File: config.mk
export PLATFORM = sky130hd
export DESIGN_NAME = fruit_sprite_arbiter_flat
export DESIGN_NICKNAME = d
export VERILOG_FILES = /design/src/rtl/fruit_sprite_pkg.sv /design/src/rtl/fruit_sprite_arbiter_if.sv /design/src/rtl/fruit_sprite_arbiter_sprite_hit_prio.sv /design/src/rtl/fruit_sprite_arbiter.sv /design/src/flat_wrapper.sv
export SDC_FILE = /design/constraint.sdc
export NUM_CORES = 1
export LEC_CHECK = 0
export CAP_MARGIN = 25
export CORE_ASPECT_RATIO = 1.1
export CORE_MARGIN = 2
export CORE_UTILIZATION = 45
export CTS_CLUSTER_DIAMETER = 100
export DETAILED_ROUTE_END_ITERATION = 10
export DONT_BUFFER_PORTS = 1
export PLACE_DENSITY = 0.68
export SLEW_MARGIN = 0
export SYNTH_ARGS = -nofsm -noshare
export SYNTH_HDL_FRONTEND = slang
export SYNTH_SLANG_ARGS = --single-unit
File: constraint.sdc
create_clock -name vga_clk -period 12.4 [get_ports vga_clk]
set_input_delay 3.1 -clock vga_clk [delete_from_list [all_inputs] [get_ports vga_clk]]
set_output_delay 3.1 -clock vga_clk [all_outputs]
set_load 0.1 [all_outputs]
File: src/rtl/fruit_sprite_pkg.sv
// Shared types and constants for the fruit sprite arbiter.
// Object state, sprite geometry and screen limits.
package fruit_sprite_pkg;

  localparam int SPR_DIM = 60;
  localparam int D_W = $clog2(SPR_DIM);
  localparam logic [7:0] TRANSPARENT_IDX = 8'd0;
  localparam int SCREEN_W = 640;
  localparam int SCREEN_H = 480;

  typedef struct packed {
    logic       en;
    logic [9:0] x;
    logic [9:0] y;
  } obj_t;

endpackage

File: src/rtl/fruit_sprite_arbiter_if.sv
// Object update port: valid/ready write of one object's
// position and enable into the shadow registers.
interface fruit_sprite_arbiter_if #(
  parameter int NUM_OBJ = 4
);
  localparam int ID_W = (NUM_OBJ > 1) ? $clog2(NUM_OBJ) : 1;

  logic            obj_wr_valid;
  logic            obj_wr_ready;
  logic [ID_W-1:0] obj_wr_id;
  logic [9:0]      obj_wr_x;
  logic [9:0]      obj_wr_y;
  logic            obj_wr_en;

  modport master (
    output obj_wr_valid,
    output obj_wr_id,
    output obj_wr_x,
    output obj_wr_y,
    output obj_wr_en,
    input  obj_wr_ready
  );

  modport slave (
    input  obj_wr_valid,
    input  obj_wr_id,
    input  obj_wr_x,
    input  obj_wr_y,
    input  obj_wr_en,
    output obj_wr_ready
  );
endinterface

File: src/rtl/fruit_sprite_arbiter_sprite_hit_prio.sv
// Per-object hit test on the current pixel plus a fixed
// priority pick (lowest id wins) with the texel offset.
module sprite_hit_prio
  import fruit_sprite_pkg::*;
#(
  parameter int NUM_OBJ = 4,
  parameter int ID_W = 2
) (
  input  obj_t            act_i [NUM_OBJ],
  input  logic [9:0]      draw_x_i,
  input  logic [9:0]      draw_y_i,
  output logic            any_hit_o,
  output logic [ID_W-1:0] win_o,
  output logic [D_W-1:0]  dx_o,
  output logic [D_W-1:0]  dy_o
);

  logic [NUM_OBJ-1:0] hit;
  logic [D_W-1:0]     dx_a [NUM_OBJ];
  logic [D_W-1:0]     dy_a [NUM_OBJ];

  for (genvar g = 0; g < NUM_OBJ; g++) begin : g_obj
    logic [10:0] x_end;
    logic [10:0] y_end;
    logic        in_x;
    logic        in_y;
    // 11-bit ends: sprites past the right/bottom edge clip, never wrap
    assign x_end = {1'b0, act_i[g].x} + 11'(SPR_DIM);
    assign y_end = {1'b0, act_i[g].y} + 11'(SPR_DIM);
    assign in_x = (draw_x_i >= act_i[g].x)
                & ({1'b0, draw_x_i} < x_end);
    assign in_y = (draw_y_i >= act_i[g].y)
                & ({1'b0, draw_y_i} < y_end);
    assign hit[g] = act_i[g].en & in_x & in_y;
    assign dx_a[g] = D_W'(draw_x_i - act_i[g].x);
    assign dy_a[g] = D_W'(draw_y_i - act_i[g].y);
  end

  // Walk from highest to lowest id so the lowest hit remains
  always_comb begin
    any_hit_o = |hit;
    win_o = '0;
    dx_o = '0;
    dy_o = '0;
    for (int i = NUM_OBJ - 1; i >= 0; i--) begin
      if (hit[i]) begin
        win_o = ID_W'(i);
        dx_o = dx_a[i];
        dy_o = dy_a[i];
      end
    end
  end

endmodule

File: src/rtl/fruit_sprite_arbiter.sv
// Shares one sprite ROM among several fruit objects:
// shadow/active object regs, 2-stage pixel pipeline.
module fruit_sprite_arbiter
  import fruit_sprite_pkg::*;
#(
  parameter int NUM_OBJ = 4,
  parameter int ADDR_W = 12,
  parameter int IDX_W = 8,
  localparam int ID_W = (NUM_OBJ > 1) ? $clog2(NUM_OBJ) : 1
) (
  input  logic              vga_clk,
  input  logic              reset,
  input  logic [9:0]        DrawX,
  input  logic [9:0]        DrawY,
  input  logic              blank,
  input  logic              frame_start,
  fruit_sprite_arbiter_if.slave wr_if,
  output logic [ADDR_W-1:0] rom_address,
  input  logic [IDX_W-1:0]  rom_q,
  output logic              pix_valid,
  output logic [IDX_W-1:0]  pix_index,
  output logic [ID_W-1:0]   pix_obj_id
);

  obj_t shadow_q [NUM_OBJ];
  obj_t active_q [NUM_OBJ];

  logic wr_ready;
  logic wr_acc;
  obj_t wr_obj;

  // Writes stall only on reset and on the commit cycle
  assign wr_ready = ~reset & ~frame_start;
  assign wr_if.obj_wr_ready = wr_ready;
  assign wr_acc = wr_if.obj_wr_valid & wr_ready;
  assign wr_obj = '{en: wr_if.obj_wr_en,
                    x: wr_if.obj_wr_x,
                    y: wr_if.obj_wr_y};

  // Shadow takes writes; active copies shadow at frame start
  always_ff @(posedge vga_clk) begin
    if (reset) begin
      for (int i = 0; i < NUM_OBJ; i++) begin
        shadow_q[i] <= '0;
        active_q[i] <= '0;
      end
    end else begin
      for (int i = 0; i < NUM_OBJ; i++) begin
        if (wr_acc && wr_if.obj_wr_id == ID_W'(i))
          shadow_q[i] <= wr_obj;
        if (frame_start)
          active_q[i] <= shadow_q[i];
      end
    end
  end

  logic            any_hit;
  logic [ID_W-1:0] win;
  logic [D_W-1:0]  dx;
  logic [D_W-1:0]  dy;

  sprite_hit_prio #(
    .NUM_OBJ (NUM_OBJ),
    .ID_W    (ID_W)
  ) u_hit (
    .act_i     (active_q),
    .draw_x_i  (DrawX),
    .draw_y_i  (DrawY),
    .any_hit_o (any_hit),
    .win_o     (win),
    .dx_o      (dx),
    .dy_o      (dy)
  );

  logic [ADDR_W-1:0] addr_d;
  logic [ADDR_W-1:0] addr_q;
  logic              s1_hit_q;
  logic [ID_W-1:0]   s1_id_q;

  assign addr_d = ADDR_W'(dy) * ADDR_W'(SPR_DIM)
                + ADDR_W'(dx);

  // Stage 1: ROM address of the winner; held on no hit
  always_ff @(posedge vga_clk) begin
    if (reset) begin
      addr_q <= '0;
      s1_hit_q <= 1'b0;
      s1_id_q <= '0;
    end else begin
      if (any_hit)
        addr_q <= addr_d;
      s1_hit_q <= any_hit & blank;
      s1_id_q <= win;
    end
  end

  assign rom_address = addr_q;

  logic             pv_d;
  logic             pv_q;
  logic [IDX_W-1:0] pi_q;
  logic [ID_W-1:0]  po_q;

  assign pv_d = s1_hit_q
              & (rom_q != IDX_W'(TRANSPARENT_IDX));

  // Stage 2: transparency cut and tagging of the ROM index
  always_ff @(posedge vga_clk) begin
    if (reset) begin
      pv_q <= 1'b0;
      pi_q <= '0;
      po_q <= '0;
    end else begin
      pv_q <= pv_d;
      pi_q <= pv_d ? rom_q : '0;
      po_q <= pv_d ? s1_id_q : '0;
    end
  end

  assign pix_valid = pv_q;
  assign pix_index = pi_q;
  assign pix_obj_id = po_q;

endmodule

File: src/flat_wrapper.sv
// flat-port wrapper written by rule: the top's interface ports become plain ports
module fruit_sprite_arbiter_flat import fruit_sprite_pkg::*;
#(
  parameter int NUM_OBJ = 4,
  parameter int ADDR_W = 12,
  parameter int IDX_W = 8,
  localparam int ID_W = (NUM_OBJ > 1) ? $clog2(NUM_OBJ) : 1
)
  (vga_clk, reset, DrawX, DrawY, blank, frame_start, rom_address, rom_q, pix_valid, pix_index, pix_obj_id, wr_if_obj_wr_valid, wr_if_obj_wr_id, wr_if_obj_wr_x, wr_if_obj_wr_y, wr_if_obj_wr_en, wr_if_obj_wr_ready);
  fruit_sprite_arbiter_if #(.NUM_OBJ(NUM_OBJ)) wr_if_i ();
  input  logic vga_clk;
  input  logic reset;
  input  logic [9:0] DrawX;
  input  logic [9:0] DrawY;
  input  logic blank;
  input  logic frame_start;
  output logic [ADDR_W-1:0] rom_address;
  input  logic [IDX_W-1:0] rom_q;
  output logic pix_valid;
  output logic [IDX_W-1:0] pix_index;
  output logic [ID_W-1:0] pix_obj_id;
  input wire logic [$bits(wr_if_i.obj_wr_valid)-1:0] wr_if_obj_wr_valid;
  input wire logic [$bits(wr_if_i.obj_wr_id)-1:0] wr_if_obj_wr_id;
  input wire logic [$bits(wr_if_i.obj_wr_x)-1:0] wr_if_obj_wr_x;
  input wire logic [$bits(wr_if_i.obj_wr_y)-1:0] wr_if_obj_wr_y;
  input wire logic [$bits(wr_if_i.obj_wr_en)-1:0] wr_if_obj_wr_en;
  output wire logic [$bits(wr_if_i.obj_wr_ready)-1:0] wr_if_obj_wr_ready;
  assign wr_if_i.obj_wr_valid = wr_if_obj_wr_valid;
  assign wr_if_i.obj_wr_id = wr_if_obj_wr_id;
  assign wr_if_i.obj_wr_x = wr_if_obj_wr_x;
  assign wr_if_i.obj_wr_y = wr_if_obj_wr_y;
  assign wr_if_i.obj_wr_en = wr_if_obj_wr_en;
  assign wr_if_obj_wr_ready = wr_if_i.obj_wr_ready;
  fruit_sprite_arbiter #(.NUM_OBJ(NUM_OBJ), .ADDR_W(ADDR_W), .IDX_W(IDX_W)) u_core (.vga_clk(vga_clk), .reset(reset), .DrawX(DrawX), .DrawY(DrawY), .blank(blank), .frame_start(frame_start), .wr_if(wr_if_i), .rom_address(rom_address), .rom_q(rom_q), .pix_valid(pix_valid), .pix_index(pix_index), .pix_obj_id(pix_obj_id));
endmodule
Yosys cells after proc, flatten, opt, wreduce, memory -nomap -nowiden
Memory sizes are Yosys's and may differ from the RTL's. A register that Yosys moved wholly into a read port is not among the register bits. Cells that the tools add are included.

Register bits: 26. Bits in latches: 0. Bits in writable memories: 84. ROM bits: 0. Input bits: 56. Output and inout port bits: 24. Memories: 1.

Memory list: u_core.shadow_q (words 4, bits a word 21, rd ports 4, clocked after Yosys merged registers in 4, wr ports 4, RTL line fruit_sprite_arbiter.sv:25) `obj_t shadow_q [NUM_OBJ];`.

Add/subtract/negate cells: 17. Multipliers: 1. Divide/modulo/power cells: 0. Magnitude comparators: 16. Equality and inequality tests: 3. Shift-type cells: 0. Multiplexer cells: 29. Bitwise gates (word level): 27. Reductions and logical operators: 10.

Operator list (number): $add A10 B6 Y11 const B (8); $lt A10 B11 Y1 (8); $mux W21 (4); $ge A10 B10 Y1 (8); $mux W6 (8); $sub A6 B6 Y6 (8); $and A1 B1 Y1 (20); $mux W1 (15); $add A12 B6 Y12 (1); $mul A6 B4 Y10 const B (1); $reduce_bool A8 Y1 (1); $eq A2 B2 Y1 const B (2); $logic_and A1 B1 Y1 (4); $mux W2 (2); $or A1 B1 Y1 (4); $reduce_or A2 Y1 (2); $reduce_or A4 Y1 (1); $not A1 Y1 (3); $reduce_or A3 Y1 (1); $eq A2 B1 Y1 const B (1); $logic_not A2 Y1 (1).

Depth between registers and ports, before layout
Gate-level depths: netlist (run 1).

Word-level depth: 11. Mapped depth: 28. Gate-level depth less buffers: 27.

Cells and area by module
Synthesis (run 1) repeated with hierarchy kept, for this count alone.

Cells, all modules: 1331. Area, all modules: 13095.1 sq um.

Modules (own cells, without submodules): fruit_sprite_arbiter (times used 1, cells an instance 632, area each 7703.6 sq um, sequential area each 4724.5 sq um); sprite_hit_prio (times used 1, cells an instance 699, area each 5391.4 sq um, sequential area each 0.0 sq um).

Least setup slack after synthesis (run 1)
OpenSTA, ideal clock, no wires.

Path type: input port to flip-flop. Start: input DrawX[0]. End: register u_core.addr_q[11], in the netlist u_core.rom_address[11]. Arrival: 8.504 ns. Slack: 3.811 ns. Stages on the path: 24. Path through: inv_1 -> ha_1 -> fa_1 -> nand2b_1 -> a21oi_2 -> o2111ai_1 -> a211oi_1 -> nand4_1 -> buf_2 -> nor2b_4 -> buf_2 -> a221oi_1 -> fa_1 -> fa_1 -> inv_1 -> fa_1 -> inv_1 -> ha_1 -> nor2b_1 -> o21ai_0 -> nor4_1 -> nand3b_1 -> xnor3_1 -> a211oi_1.

Longest elaborated chain between the ends: 10. Elaborated cells between the ends (all ways): 35. Those cells by class: 5 x add/sub; 1 x mul; 8 x order compare; 8 x mux; 12 x bitwise; 1 x reduce/logical.

RTL lines: start, declared (RTL line flat_wrapper.sv:13) `input logic [9:0] DrawX;`; $lt A10 B11 Y1 or $ge A10 B10 Y1 (tied branches) (RTL line fruit_sprite_arbiter_sprite_hit_prio.sv:31, fruit_sprite_arbiter_sprite_hit_prio.sv:30); $and A1 B1 Y1 (RTL line fruit_sprite_arbiter_sprite_hit_prio.sv:31) `& ({1'b0, draw_x_i} < x_end);`; $and A1 B1 Y1 (2 in series) (RTL line fruit_sprite_arbiter_sprite_hit_prio.sv:34) `assign hit[g] = act_i[g].en & in_x & in_y;`; $mux W6 (4 in series) (RTL line fruit_sprite_arbiter_sprite_hit_prio.sv:46) `if (hit[i]) begin`; $mul A6 B4 Y10 (RTL line fruit_sprite_arbiter.sv:80) `assign addr_d = ADDR_W'(dy) * ADDR_W'(SPR_DIM)`; $add A12 B6 Y12 (RTL line fruit_sprite_arbiter.sv:81) `+ ADDR_W'(dx);`; end signal, assigned (RTL line fruit_sprite_arbiter.sv:91) `addr_q <= addr_d;`; end, declared (RTL line fruit_sprite_arbiter.sv:76) `logic [ADDR_W-1:0] addr_q;`.

Several ways; a longest one is shown, not always the timed one. A chain may end at the register's enable or synchronous reset.

Worst setup path in the final report (run 1)
Ends and elaborated chain as after synthesis.

==> impl_results.rst, run 1 <==
.. list-table::
   :header-rows: 1

   * - Metric
     - Value
   * - Core box area
     - 28,500 µm²
   * - Number of flops mapped to enable cells by yosys
     - 84
   * - Leading cell type in the layout, fill and taps excluded
     - sky130_fd_sc_hd__ha_1
   * - Tightest Pin Transition
     - 1.07 ns
   * - Largest stage delay on the critical path
     - 0.76 ns
   * - Pins Over Slew Limit
     - 0
   * - First-pass GRT wire length
     - 48,500 µm
   * - Type of element capturing the critical path
     - flip-flop
   * - GR Overflow Total
     - 0
   * - Number of nets in the layout
     - 1,548
   * - Combined area of all synthesized cells
     - 13,000 µm²
   * - Final period util
     - 74.6%
   * - Endpoint of the worst-slack reg-to-reg timing path
     - u_core.rom_address[11]
   * - Number of buffers created by CTS
     - 17
   * - I/O pin total
     - 80
   * - TritonCTS clock tree
     - done
   * - Number of routed nets with antenna violations
     - 0
   * - Source of the worst hold timing path
     - u_core.s1_id_q[1]
   * - Min-Delay Endpoint
     - u_core.pix_obj_id[1]
   * - CTS root buf
     - sky130_fd_sc_hd__clkbuf_16
   * - Yosys warning count
     - 0
   * - Required @ worst endpoint
     - 12.77 ns
   * - Global placer's final weighted congestion
     - 0.919
   * - First-pass DRT Iterations
     - 5
   * - Worst skew pair latency
     - 0.45 ns
   * - R2r worst-path depth
     - 23
   * - Final critical-path required period
     - 9.25 ns
   * - Sequential cell area fraction in the yosys report
     - 36.4%
   * - Sum Neg Setup Slack
     - 0 ns
   * - # port buffers
     - 0
   * - Cell row count
     - 65
   * - Share of cells above drive strength 1
     - 4.32%
   * - Commonest cells after routing, fill and taps aside
     - sky130_fd_sc_hd__ha_1, sky130_fd_sc_hd__nor2_1, sky130_fd_sc_hd__inv_1
   * - Sort of element at the start of the critical path
     - input pin
   * - Post-CTS setup repair buffer count
     - 0
   * - Number of library cell types mapped by synthesis
     - 74
   * - Initial Utilization
     - 45.5%
   * - Reg-to-reg slack, setup
     - 5.14 ns
   * - FF-to-FF Start
     - u_core.active_q[65]
   * - WS Path Type
     - in2reg
   * - Post-synthesis net count
     - 1,563
   * - Skew final
     - 0.0134 ns
   * - Post-CTS Hold Fix Bufs
     - 0
   * - Number of instances in the synthesized netlist
     - 1,320
   * - Number of H-tree levels
     - 4
   * - Most used flip-flop cell after synthesis
     - sky130_fd_sc_hd__dfxtp_1
   * - Most common cell type on the critical path
     - sky130_fd_sc_hd__fa_1
   * - Critical path fanouts, max
     - 20
   * - Total setup violations reported at the end of the flow
     - 0
   * - Share of flip-flops with an asynchronous set or reset
     - 0%
   * - Max_slew headroom
     - 28.3%
   * - Die boundary width
     - 166 µm
   * - Setup repair after global routing missed its margin
     - no
   * - Total via count after detailed routing
     - 9,273
   * - Drt total wl
     - 30,400 µm
   * - Library cell contributing the largest single delay on the critical path
     - sky130_fd_sc_hd__nand4_1
   * - Synthesized flop and latch total
     - 194
   * - DPL Wire Length
     - 23,300 µm
   * - All-layer global routing usage
     - 20.1%
   * - Overall die height
     - 182 µm
   * - Number of diodes added for antenna fixing
     - 0
   * - Class of the most critical hold timing path
     - reg2reg
   * - Number of cells on the worst hold path
     - 1
   * - Minimum hold slack
     - 0.431 ns
   * - Initial DRC Count
     - 627
   * - Synthesis-to-layout area growth
     - 7.05%
   * - Post-cts sizing count
     - 0
   * - Total count of hold-check failures in the final report
     - 0
   * - DRC viols
     - 0
   * - Via count of the first global-routing pass
     - 9,105
   * - Ordered cell list for the critical path
     - inv_1, ha_1, fa_1, nand2b_1, a21oi_2, o2111ai_1, a211oi_1, nand4_1, and2_1, a221oi_1, fa_1, fa_1, inv_1, fa_1, inv_1, ha_1, nor2b_1, o21ai_0, nor4_1, nand3b_1, xnor3_1, a211oi_1
   * - Fillers
     - 2,623
   * - IR Drop Worst-Case VDD
     - 0.0000893 V
   * - Post-synth top area cell
     - sky130_fd_sc_hd__edfxtp_1
   * - Worst EP arrival
     - 9.62 ns
   * - Average wire per standard cell
     - 18.0 µm
   * - Syn_area_per_cell
     - 9.84 µm²
   * - Leakage power total
     - 0.00580 µW
   * - Detailed-route vias per instance
     - 5.50
   * - Status
     - complete, no violations
   * - Biggest area contributors in the synthesized netlist
     - sky130_fd_sc_hd__edfxtp_1, sky130_fd_sc_hd__dfxtp_1, sky130_fd_sc_hd__ha_1
   * - Power Density
     - 118 nW/µm²
   * - Pin count of the biggest net entering global routing
     - 105
   * - Area of the die
     - 30,200 µm²
   * - Clock transition at path regs
     - 0.07 ns
   * - Max-cap viol count
     - 0
   * - Area share of the leading cell type in the synthesized netlist
     - 19.4%
   * - Maximum count of clock buffers along a single path
     - 2
   * - Timing-limited maximum frequency
     - 108 MHz
   * - Antenna violations before repair
     - 0
   * - Total number of clock tree sinks
     - 194
## area by class of cell
type	instances	area [µm²]	share of cell area (%)
Clock inverter	11	148	1.06
Inverter	112	420	3.02
Tap cell	368	460	3.31
Sequential cell	194	4720	34.0
Multi-Input combinational cell	977	7670	55.2
Timing Repair Buffer	3	22.5	0.162
Clock buffer	21	450	3.24
## state kept, by name (all words and copies together) (netlist names)
signal / flops
u_core.pix_valid: 1
u_core.pix_index: 8
u_core.pix_obj_id: 2
u_core.s1_hit_q: 1
u_core.shadow_q: 84
u_core.rom_address: 12
u_core.s1_id_q: 2
u_core.active_q: 84
## critical path, delay by kind of cell
| family | cells | cell delay [ns] |
|---|---|---|
| AOI/OAI and AO/OA | 6 | 1.48 |
| xor gates and xnor gates | 1 | 0.20 |
| adders and majority gates | 6 | 2.56 |
| buffers and inverters | 3 | 0.16 |
| and+or+nand+nor | 6 | 2.10 |
## through the flow
step / setup WS (ns) / area (µm²) / util (%) / instances / power (µW)
3_5_place_dp: 2.67 / 13300 / 46.6 / 1654 / 1080
3_3_place_gp: 2.93 / 13300 / 46.6 / 1654 / 1070
4_1_cts: 3.12 / 13900 / 48.7 / 1686 / 1640
5_1_grt: 2.67 / 13900 / 48.7 / 1686 / 1720
2_1_floorplan: 3.81 / 13000 / - / 1320 / 1010
6_report: 3.15 / 13900 / 48.7 / 1686 / 1640
## how the worst max path moves through the flow
stage | start | endpoint | slack [ns] | depth (start not counted)
2_1_floorplan | DrawX[0] | u_core.rom_address[11] | 3.81 | 24
3_3_place_gp | DrawX[0] | u_core.rom_address[11] | 2.93 | 22
3_5_place_dp | DrawX[0] | u_core.rom_address[11] | 2.67 | 22
4_1_cts | DrawX[0] | u_core.rom_address[11] | 3.12 | 22
5_1_grt | DrawX[0] | u_core.rom_address[11] | 2.67 | 22
6_report | DrawX[0] | u_core.rom_address[11] | 3.15 | 22
## kinds of logic after synthesis
group                      count (synthesis)  synth area share [%]
and+or+nand+nor                          393                  15.5
muxes                                     91                  7.03
DFF                                      194                  36.4
AOI/OAI and AO/OA                        214                  11.1
buffers and inverters                    149                  4.57
xor gates and xnor gates                  92                  6.31
adders and majority gates                187                  19.1
## where the power goes
part | total [µW] | internal (µW) | switching (µW) | leakage [µW]
sequential | 749 | 703 | 46.5 | 0.00171
combinational | 322 | 147 | 175 | 0.00380
clock | 566 | 309 | 257 | 0.000293
## metal layers
layer	track usage (%)	wire length [µm]	vias to the layer above
li1	-	-	4599
met1	27.2	14400	4435
met2	32.8	13900	207
met3	3.58	1460	32
met4	6.47	633	0
met5	0	0	-
## Yosys cell counts, types with 4 or more instances
| cell type | number |
|---|---|
| sky130_fd_sc_hd__a211oi_1 | 19 |
| sky130_fd_sc_hd__a21o_1 | 17 |
| sky130_fd_sc_hd__a21oi_1 | 64 |
| sky130_fd_sc_hd__a221oi_1 | 4 |
| sky130_fd_sc_hd__a22oi_1 | 5 |
| sky130_fd_sc_hd__a31oi_1 | 5 |
| sky130_fd_sc_hd__and2_1 | 96 |
| sky130_fd_sc_hd__and3_1 | 5 |
| sky130_fd_sc_hd__buf_1 | 8 |
| sky130_fd_sc_hd__buf_6 | 4 |
| sky130_fd_sc_hd__clkbuf_1 | 22 |
| sky130_fd_sc_hd__dfxtp_1 | 110 |
| sky130_fd_sc_hd__edfxtp_1 | 84 |
| sky130_fd_sc_hd__fa_1 | 18 |
| sky130_fd_sc_hd__ha_1 | 169 |
| sky130_fd_sc_hd__inv_1 | 111 |
| sky130_fd_sc_hd__mux2i_1 | 90 |
| sky130_fd_sc_hd__nand2_1 | 47 |
| sky130_fd_sc_hd__nand2b_1 | 11 |
| sky130_fd_sc_hd__nand3_1 | 18 |
| sky130_fd_sc_hd__nand4_1 | 15 |
| sky130_fd_sc_hd__nor2_1 | 145 |
| sky130_fd_sc_hd__nor2b_1 | 13 |
| sky130_fd_sc_hd__nor3_1 | 15 |
| sky130_fd_sc_hd__nor4_1 | 4 |
| sky130_fd_sc_hd__o2111ai_1 | 4 |
| sky130_fd_sc_hd__o211ai_1 | 10 |
| sky130_fd_sc_hd__o21a_1 | 12 |
| sky130_fd_sc_hd__o21ai_0 | 26 |
| sky130_fd_sc_hd__o21bai_1 | 8 |
| sky130_fd_sc_hd__o22ai_1 | 6 |
| sky130_fd_sc_hd__or2_2 | 5 |
| sky130_fd_sc_hd__xnor2_1 | 81 |
| sky130_fd_sc_hd__xor2_1 | 10 |
(Power assumes the default switching activity.)
==> run 2, diff against run 1 <==
PLACE_DENSITY = 0.7   (was 0.68)
clock period = 8.25 ns   (was 12.4 ns; I/O delays follow)
==> impl_results.rst, run 2 (synthesis gave the netlist of run 1 again) <==
.. list-table::
   :header-rows: 1

   * - Metric
     - Value
   * - Detailed-route vias per instance
     - 5.58 (+1.5%)
   * - Power Density
     - 176 nW/µm² (+49%)
   * - Number of routed nets with antenna violations
     - 0 (unchanged)
   * - Clock transition at path regs
     - 0.07 ns (about the same)
   * - Skew final
     - 0.0171 ns (+0.00368 ns)
   * - GR Overflow Total
     - 0 (unchanged)
   * - IR Drop Worst-Case VDD
     - 0.000135 V (+52%)
   * - Initial Utilization
     - 45.5% (unchanged)
   * - Total number of clock tree sinks
     - 194 (unchanged)
   * - Net switching power figure
     - 751 µW (+57%)
   * - Pins Over Slew Limit
     - 0 (unchanged)
   * - Total via count after detailed routing
     - 9,431 (+1.7%)
   * - Sequential share of power
     - 46.0% (+0.2 points)
   * - Antenna violations before repair
     - 0 (unchanged)
   * - WS Path Type
     - in2reg
   * - Worst EP arrival
     - 7.90 ns (-1.72 ns)
   * - DPL Wire Length
     - 23,400 µm (+0.41%)
   * - Initial DRC Count
     - 592 (-5.6%)
   * - I/O pin total
     - 80 (unchanged)
   * - Class of the most critical hold timing path
     - reg2reg
   * - Average wire per standard cell
     - 18.1 µm (+0.50%)
   * - Sum Neg Setup Slack
     - 0 ns (unchanged)
   * - Portion of total power attributed to combinational logic
     - 20.0% (+0.3 points)
   * - All-layer global routing usage
     - 20.5% (+0.44 points)
   * - First-pass DRT Iterations
     - 5 (unchanged)
   * - Post-CTS Hold Fix Bufs
     - 0 (unchanged)
   * - DP Area
     - 13,300 µm² (+0.11%)
   * - First-pass GRT wire length
     - 49,100 µm (+1.4%)
   * - Setup repair after global routing missed its margin
     - no
   * - Number of buffers created by CTS
     - 17 (unchanged)
   * - Required @ worst endpoint
     - 8.62 ns (-4.15 ns)
   * - Drt total wl
     - 30,600 µm (+0.68%)
   * - Clock group share of total power
     - 34.0% (-0.6 points)
   * - Leading cell type in the layout, fill and taps excluded
     - sky130_fd_sc_hd__ha_1
   * - Internal power consumption
     - 1690 µW (+46%)
   * - DRC viols
     - 0 (unchanged)
   * - Via count of the first global-routing pass
     - 9,429 (+3.6%)
   * - Switch share
     - 30.7% (+1.5 points)
   * - Max_slew headroom
     - 27.8% (-0.49 points)
   * - Total count of hold-check failures in the final report
     - 0 (unchanged)
   * - Critical path fanouts, max
     - 12 (-40%)
   * - Total setup violations reported at the end of the flow
     - 0 (unchanged)
   * - Sort of element at the start of the critical path
     - input pin
   * - Overall die height
     - 182 µm (unchanged)
   * - Post-cts sizing count
     - 0 (unchanged)
   * - Timing-limited maximum frequency
     - 133 MHz
   * - Final period util
     - 91.3%
   * - Pin count of the biggest net entering global routing
     - 105 (unchanged)
   * - Worst skew pair latency
     - 0.45 ns (about the same)
   * - Number of nets in the layout
     - 1,551 (+0.19%)
   * - Type of element capturing the critical path
     - flip-flop
   * - Global placer's final weighted congestion
     - 0.928 (+0.94%)
   * - Synthesis-to-layout area growth
     - 7.17%
   * - CTS root buf
     - sky130_fd_sc_hd__clkbuf_16
   * - Commonest cells after routing, fill and taps aside
     - sky130_fd_sc_hd__ha_1, sky130_fd_sc_hd__nor2_1, sky130_fd_sc_hd__inv_1
   * - Share of cells above drive strength 1
     - 4.69% (+0.37 points)
   * - Cell row count
     - 65 (unchanged)
   * - Tightest Pin Transition
     - 1.08 ns (+0.00733 ns)
   * - Status
     - complete, no violations
   * - Number of diodes added for antenna fixing
     - 0 (unchanged)
   * - Core box area
     - 28,500 µm² (unchanged)
   * - Number of H-tree levels
     - 4 (unchanged)
   * - Cell area after layout
     - 13,900 µm² (+0.11%)
   * - TritonCTS clock tree
     - done
   * - Final critical-path required period
     - 7.53 ns
   * - Post-CTS setup repair buffer count
     - 0 (unchanged)
   * - Die boundary width
     - 166 µm (unchanged)
   * - Area of the die
     - 30,200 µm² (unchanged)
   * - Maximum count of clock buffers along a single path
     - 2 (unchanged)
   * - # port buffers
     - 0 (unchanged)
   * - Max-cap viol count
     - 0 (unchanged)
   * - Leakage power total
     - 0.00581 µW (+0.15%)
[run 2: cell types whose count changed in the layout (fill, tap and decap cells not counted), sizes merged]
| cell | previous run | this run |
|---|---|---|
| inv | 117 | 120 |
| buf | 3 | 5 |
| bufinv | 2 | 0 |
| clkbuf | 21 | 19 |
| clkinv | 4 | 6 |
[run 2: power groups by stage]
stage / logic [µW] / registers [µW] / clock network [µW]
2_1_floorplan: 398 / 1130 / 0
3_3_place_gp: 469 / 1140 / 0
4_1_cts: 488 / 1120 / 847
3_5_place_dp: 483 / 1150 / 0
6_report: 489 / 1120 / 830
5_1_grt: 557 / 1130 / 883
[run 2: critical path, stage by stage]
cell and delay [ns]:
sky130_fd_sc_hd__inv_1 0.14, sky130_fd_sc_hd__ha_1 0.20, sky130_fd_sc_hd__inv_1 0.07, sky130_fd_sc_hd__fa_1 0.42, sky130_fd_sc_hd__a21oi_1 0.15, sky130_fd_sc_hd__o21ai_0 0.12
sky130_fd_sc_hd__a221oi_1 0.33, sky130_fd_sc_hd__a211oi_2 0.09, sky130_fd_sc_hd__and3_4 0.25, sky130_fd_sc_hd__nor2_4 0.23, sky130_fd_sc_hd__a2bb2oi_1 0.10, sky130_fd_sc_hd__a221oi_1 0.57
sky130_fd_sc_hd__fa_1 0.56, sky130_fd_sc_hd__fa_1 0.52, sky130_fd_sc_hd__inv_1 0.06, sky130_fd_sc_hd__fa_1 0.49, sky130_fd_sc_hd__inv_1 0.04, sky130_fd_sc_hd__ha_1 0.31
sky130_fd_sc_hd__nor2b_1 0.13, sky130_fd_sc_hd__o21ai_0 0.14, sky130_fd_sc_hd__nor4_1 0.36, sky130_fd_sc_hd__nand3b_1 0.14, sky130_fd_sc_hd__xnor3_1 0.19, sky130_fd_sc_hd__a211oi_1 0.23
[run 2: final cells by class]
class                   count  area (µm²)
inverters                 112         420
repair buffers              6        41.3
fillers                  2544       14600
clock inverters            14         155
well taps                 368         460
flip-flops and latches    194        4720
clock buffers              18         439
multi-input cells         977        7670
[run 2: stage by stage]
stage               utilization, %  worst slack [ns]  std cells  hold WS (ns)  total power, µW
floorplan                        -             0.698       1320         0.406             1520
global placement              46.6             0.459       1656         0.410             1610
detailed placement            46.6             0.241       1656         0.429             1630
CTS                           48.7             0.699       1688         0.446             2460
global route                  48.7             0.223       1689         0.449             2570
finish                        48.7             0.719       1689         0.441             2440
[run 2: worst paths after layout]
check | start | end | slack, ns | depth (start not counted)
min | u_core.s1_id_q[1] | u_core.pix_obj_id[1] | 0.44 | 1
max reg2reg | u_core.active_q[3] | u_core.rom_address[11] | 1.55 | 26
max | DrawY[0] | u_core.rom_address[11] | 0.72 | 24
min reg2reg | u_core.s1_id_q[1] | u_core.pix_obj_id[1] | 0.44 | 1
[run 2: layer usage]
metal / share of wire [%] / routed length, µm / global-route usage [%]
met5: 0 / 0 / 0
met4: 3.5 / 1080 / 9.43
met3: 6.1 / 1870 / 4.36
met2: 46 / 13900 / 33.7
met1: 45 / 13700 / 26.1
==> run 3, diff against run 2 <==
CORE_MARGIN = unset   (was 2)
==> impl_results.rst, run 3 (synthesis gave the netlist of run 1 again) <==
.. list-table::
   :header-rows: 1

   * - Metric
     - Value
   * - Tightest Pin Transition
     - 1.07 ns (-0.0114 ns)
   * - Initial DRC Count
     - 474 (-20%)
   * - Post-cts sizing count
     - 0 (unchanged)
   * - All-layer global routing usage
     - 21.7% (+1.1 points)
   * - Required @ worst endpoint
     - 8.62 ns (about the same)
   * - Number of H-tree levels
     - 4 (unchanged)
   * - Detailed-route vias per instance
     - 5.54 (-0.85%)
   * - Source of the worst hold timing path
     - u_core.s1_id_q[0]
   * - DPL Wire Length
     - 23,600 µm (+0.76%)
   * - Overall die height
     - 180 µm (-1.1%)
   * - Sort of element at the start of the critical path
     - input pin
   * - GR Overflow Total
     - 0 (unchanged)
   * - Antenna violations before repair
     - 0 (unchanged)
   * - Timing startpoint of the critical path
     - DrawX[0]
   * - TritonCTS clock tree
     - done
   * - Final critical-path required period
     - 7.51 ns (-0.0184 ns)
   * - Core box area
     - 28,100 µm² (-1.5%)
   * - Clock transition at path regs
     - 0.08 ns (about the same)
   * - Commonest cells after routing, fill and taps aside
     - sky130_fd_sc_hd__ha_1, sky130_fd_sc_hd__nor2_1, sky130_fd_sc_hd__inv_1
   * - Status
     - complete, no violations
   * - Pins Over Slew Limit
     - 0 (unchanged)
   * - Pin count of the biggest net entering global routing
     - 105 (unchanged)
   * - First-pass DRT Iterations
     - 5 (unchanged)
   * - Power Density
     - 180 nW/µm² (+2.4%)
   * - Worst skew pair latency
     - 0.46 ns (about the same)
   * - Total Power
     - 2510 µW (+2.8%)
   * - Number of routed nets with antenna violations
     - 0 (unchanged)
   * - Number of nets in the layout
     - 1,551 (unchanged)
   * - Instance count after placement with tap cells included
     - 1,652 (-0.24%)
   * - Number of buffers created by CTS
     - 17 (unchanged)
   * - Fillers
     - 2,535 (-0.35%)
   * - Global placer's final weighted congestion
     - 0.926 (-0.20%)
   * - Post-CTS Hold Fix Bufs
     - 0 (unchanged)
   * - Average wire per standard cell
     - 18.3 µm (+1.1%)
   * - Share of cells above drive strength 1
     - 4.77% (+0.076 points)
   * - Initial Utilization
     - 46.2% (+0.71 points)
   * - Skew final
     - 0.0146 ns (-0.00251 ns)
   * - Drt total wl
     - 30,800 µm (+0.79%)
   * - Cell row count
     - 64 (-1.5%)
   * - Total setup violations reported at the end of the flow
     - 0 (unchanged)
   * - Post-CTS setup repair buffer count
     - 0 (unchanged)
   * - WS Path Type
     - in2reg
   * - Class of the most critical hold timing path
     - reg2reg
   * - Sum Neg Setup Slack
     - 0 ns (unchanged)
   * - Maximum count of clock buffers along a single path
     - 2 (unchanged)
   * - Total count of hold-check failures in the final report
     - 0 (unchanged)
   * - Filler-free cell count of the finished design
     - 1,684 (-0.30%)
   * - I/O pin total
     - 80 (unchanged)
   * - Number of diodes added for antenna fixing
     - 0 (unchanged)
   * - Area of the die
     - 29,500 µm² (-2.3%)
   * - IR Drop Worst-Case VDD
     - 0.000134 V (-1.0%)
   * - Total via count after detailed routing
     - 9,323 (-1.1%)
   * - Leakage power total
     - 0.00583 µW (+0.28%)
   * - First-pass GRT wire length
     - 49,200 µm (+0.11%)
   * - Setup repair after global routing missed its margin
     - no
   * - DRC viols
     - 0 (unchanged)
   * - Synthesis-to-layout area growth
     - 7.55%
   * - Worst EP arrival
     - 7.88 ns (-0.02 ns)
   * - Max-cap viol count
     - 0 (unchanged)
   * - Type of element capturing the critical path
     - flip-flop
   * - Timing-limited maximum frequency
     - 133 MHz (+0.24%)
   * - Final period util
     - 91.1% (-0.22 points)
   * - CTS root buf
     - sky130_fd_sc_hd__clkbuf_16
   * - Critical path fanouts, max
     - 6 (-6)
   * - FF-to-FF Start
     - u_core.active_q[65]
   * - Total number of clock tree sinks
     - 194 (unchanged)
   * - # port buffers
     - 0 (unchanged)
   * - Max_slew headroom
     - 28.6% (+0.76 points)
   * - Die boundary width
     - 164 µm (-1.2%)
   * - Via count of the first global-routing pass
     - 9,272 (-1.7%)
   * - Leading cell type in the layout, fill and taps excluded
     - sky130_fd_sc_hd__ha_1
==> run 3: changes by cell type in the layout (fill, tap and decap cells not counted), moves of 3 or more <==
cell,delta
sky130_fd_sc_hd__clkinvlp_4,+3
sky130_fd_sc_hd__bufinv_16,+3
sky130_fd_sc_hd__clkinv_4,-3
sky130_fd_sc_hd__inv_6,-3
==> run 3: cell type report <==
class	instances	area (µm²)	share of cell area (%)
clock buffers	17	425	3.05
clock inverters	15	220	1.58
inverters	112	420	3.01
multi-input cells	977	7670	55.0
flip-flops and latches	194	4720	33.8
well taps	363	454	3.25
repair buffers	6	45.0	0.323
==> run 3: metrics by stage <==
step / util (%) / hold WS (ns) / cell area [µm²] / worst slack (ns)
2_1_floorplan: - / 0.406 / 13000 / 0.698
3_3_place_gp: 47.4 / 0.417 / 13300 / 0.441
3_5_place_dp: 47.4 / 0.414 / 13300 / 0.227
4_1_cts: 49.7 / 0.424 / 14000 / 0.717
5_1_grt: 49.7 / 0.449 / 14000 / 0.139
6_report: 49.7 / 0.422 / 14000 / 0.737
==> run 3: path summary, 6_finish.rpt <==
path,cells after the start,endpoint,slack [ns]
setup reg to reg,23,u_core.rom_address[11],1.54
hold reg to reg,1,u_core.pix_obj_id[0],0.42
setup / recovery,22,u_core.rom_address[11],0.74
hold / removal,1,u_core.pix_obj_id[0],0.42
==> run 3: power breakdown <==
part,internal (µW),switching [µW]
combinational,221,267
clock,492,405
sequential,1060,70.0
total,1770,742
==> run 3: worst max-delay path, cell delays in order <==
cell	delay, ns
sky130_fd_sc_hd__inv_1	0.08
sky130_fd_sc_hd__ha_1	0.25
sky130_fd_sc_hd__fa_1	0.43
sky130_fd_sc_hd__nand2b_1	0.17
sky130_fd_sc_hd__a21oi_2	0.16
sky130_fd_sc_hd__o2111ai_1	0.14
sky130_fd_sc_hd__a211oi_1	0.30
sky130_fd_sc_hd__nand4_1	0.28
sky130_fd_sc_hd__and2_1	0.32
sky130_fd_sc_hd__a221oi_1	0.53
sky130_fd_sc_hd__fa_1	0.56
sky130_fd_sc_hd__fa_1	0.53
sky130_fd_sc_hd__inv_1	0.06
sky130_fd_sc_hd__fa_1	0.49
sky130_fd_sc_hd__inv_1	0.04
sky130_fd_sc_hd__ha_1	0.31
sky130_fd_sc_hd__nor2b_1	0.13
sky130_fd_sc_hd__o21ai_0	0.13
sky130_fd_sc_hd__nor4_1	0.35
sky130_fd_sc_hd__nand3b_1	0.14
sky130_fd_sc_hd__xnor3_1	0.19
sky130_fd_sc_hd__a211oi_1	0.23
==> run 3: per-layer routing <==
layer | routed length, µm | track usage, % | vias to the layer above
li1 | - | - | 4606
met1 | 14100 | 28.1 | 4436
met2 | 14100 | 35.3 | 233
met3 | 1710 | 4.53 | 48
met4 | 832 | 7.93 | 0
met5 | 0 | 0 | -
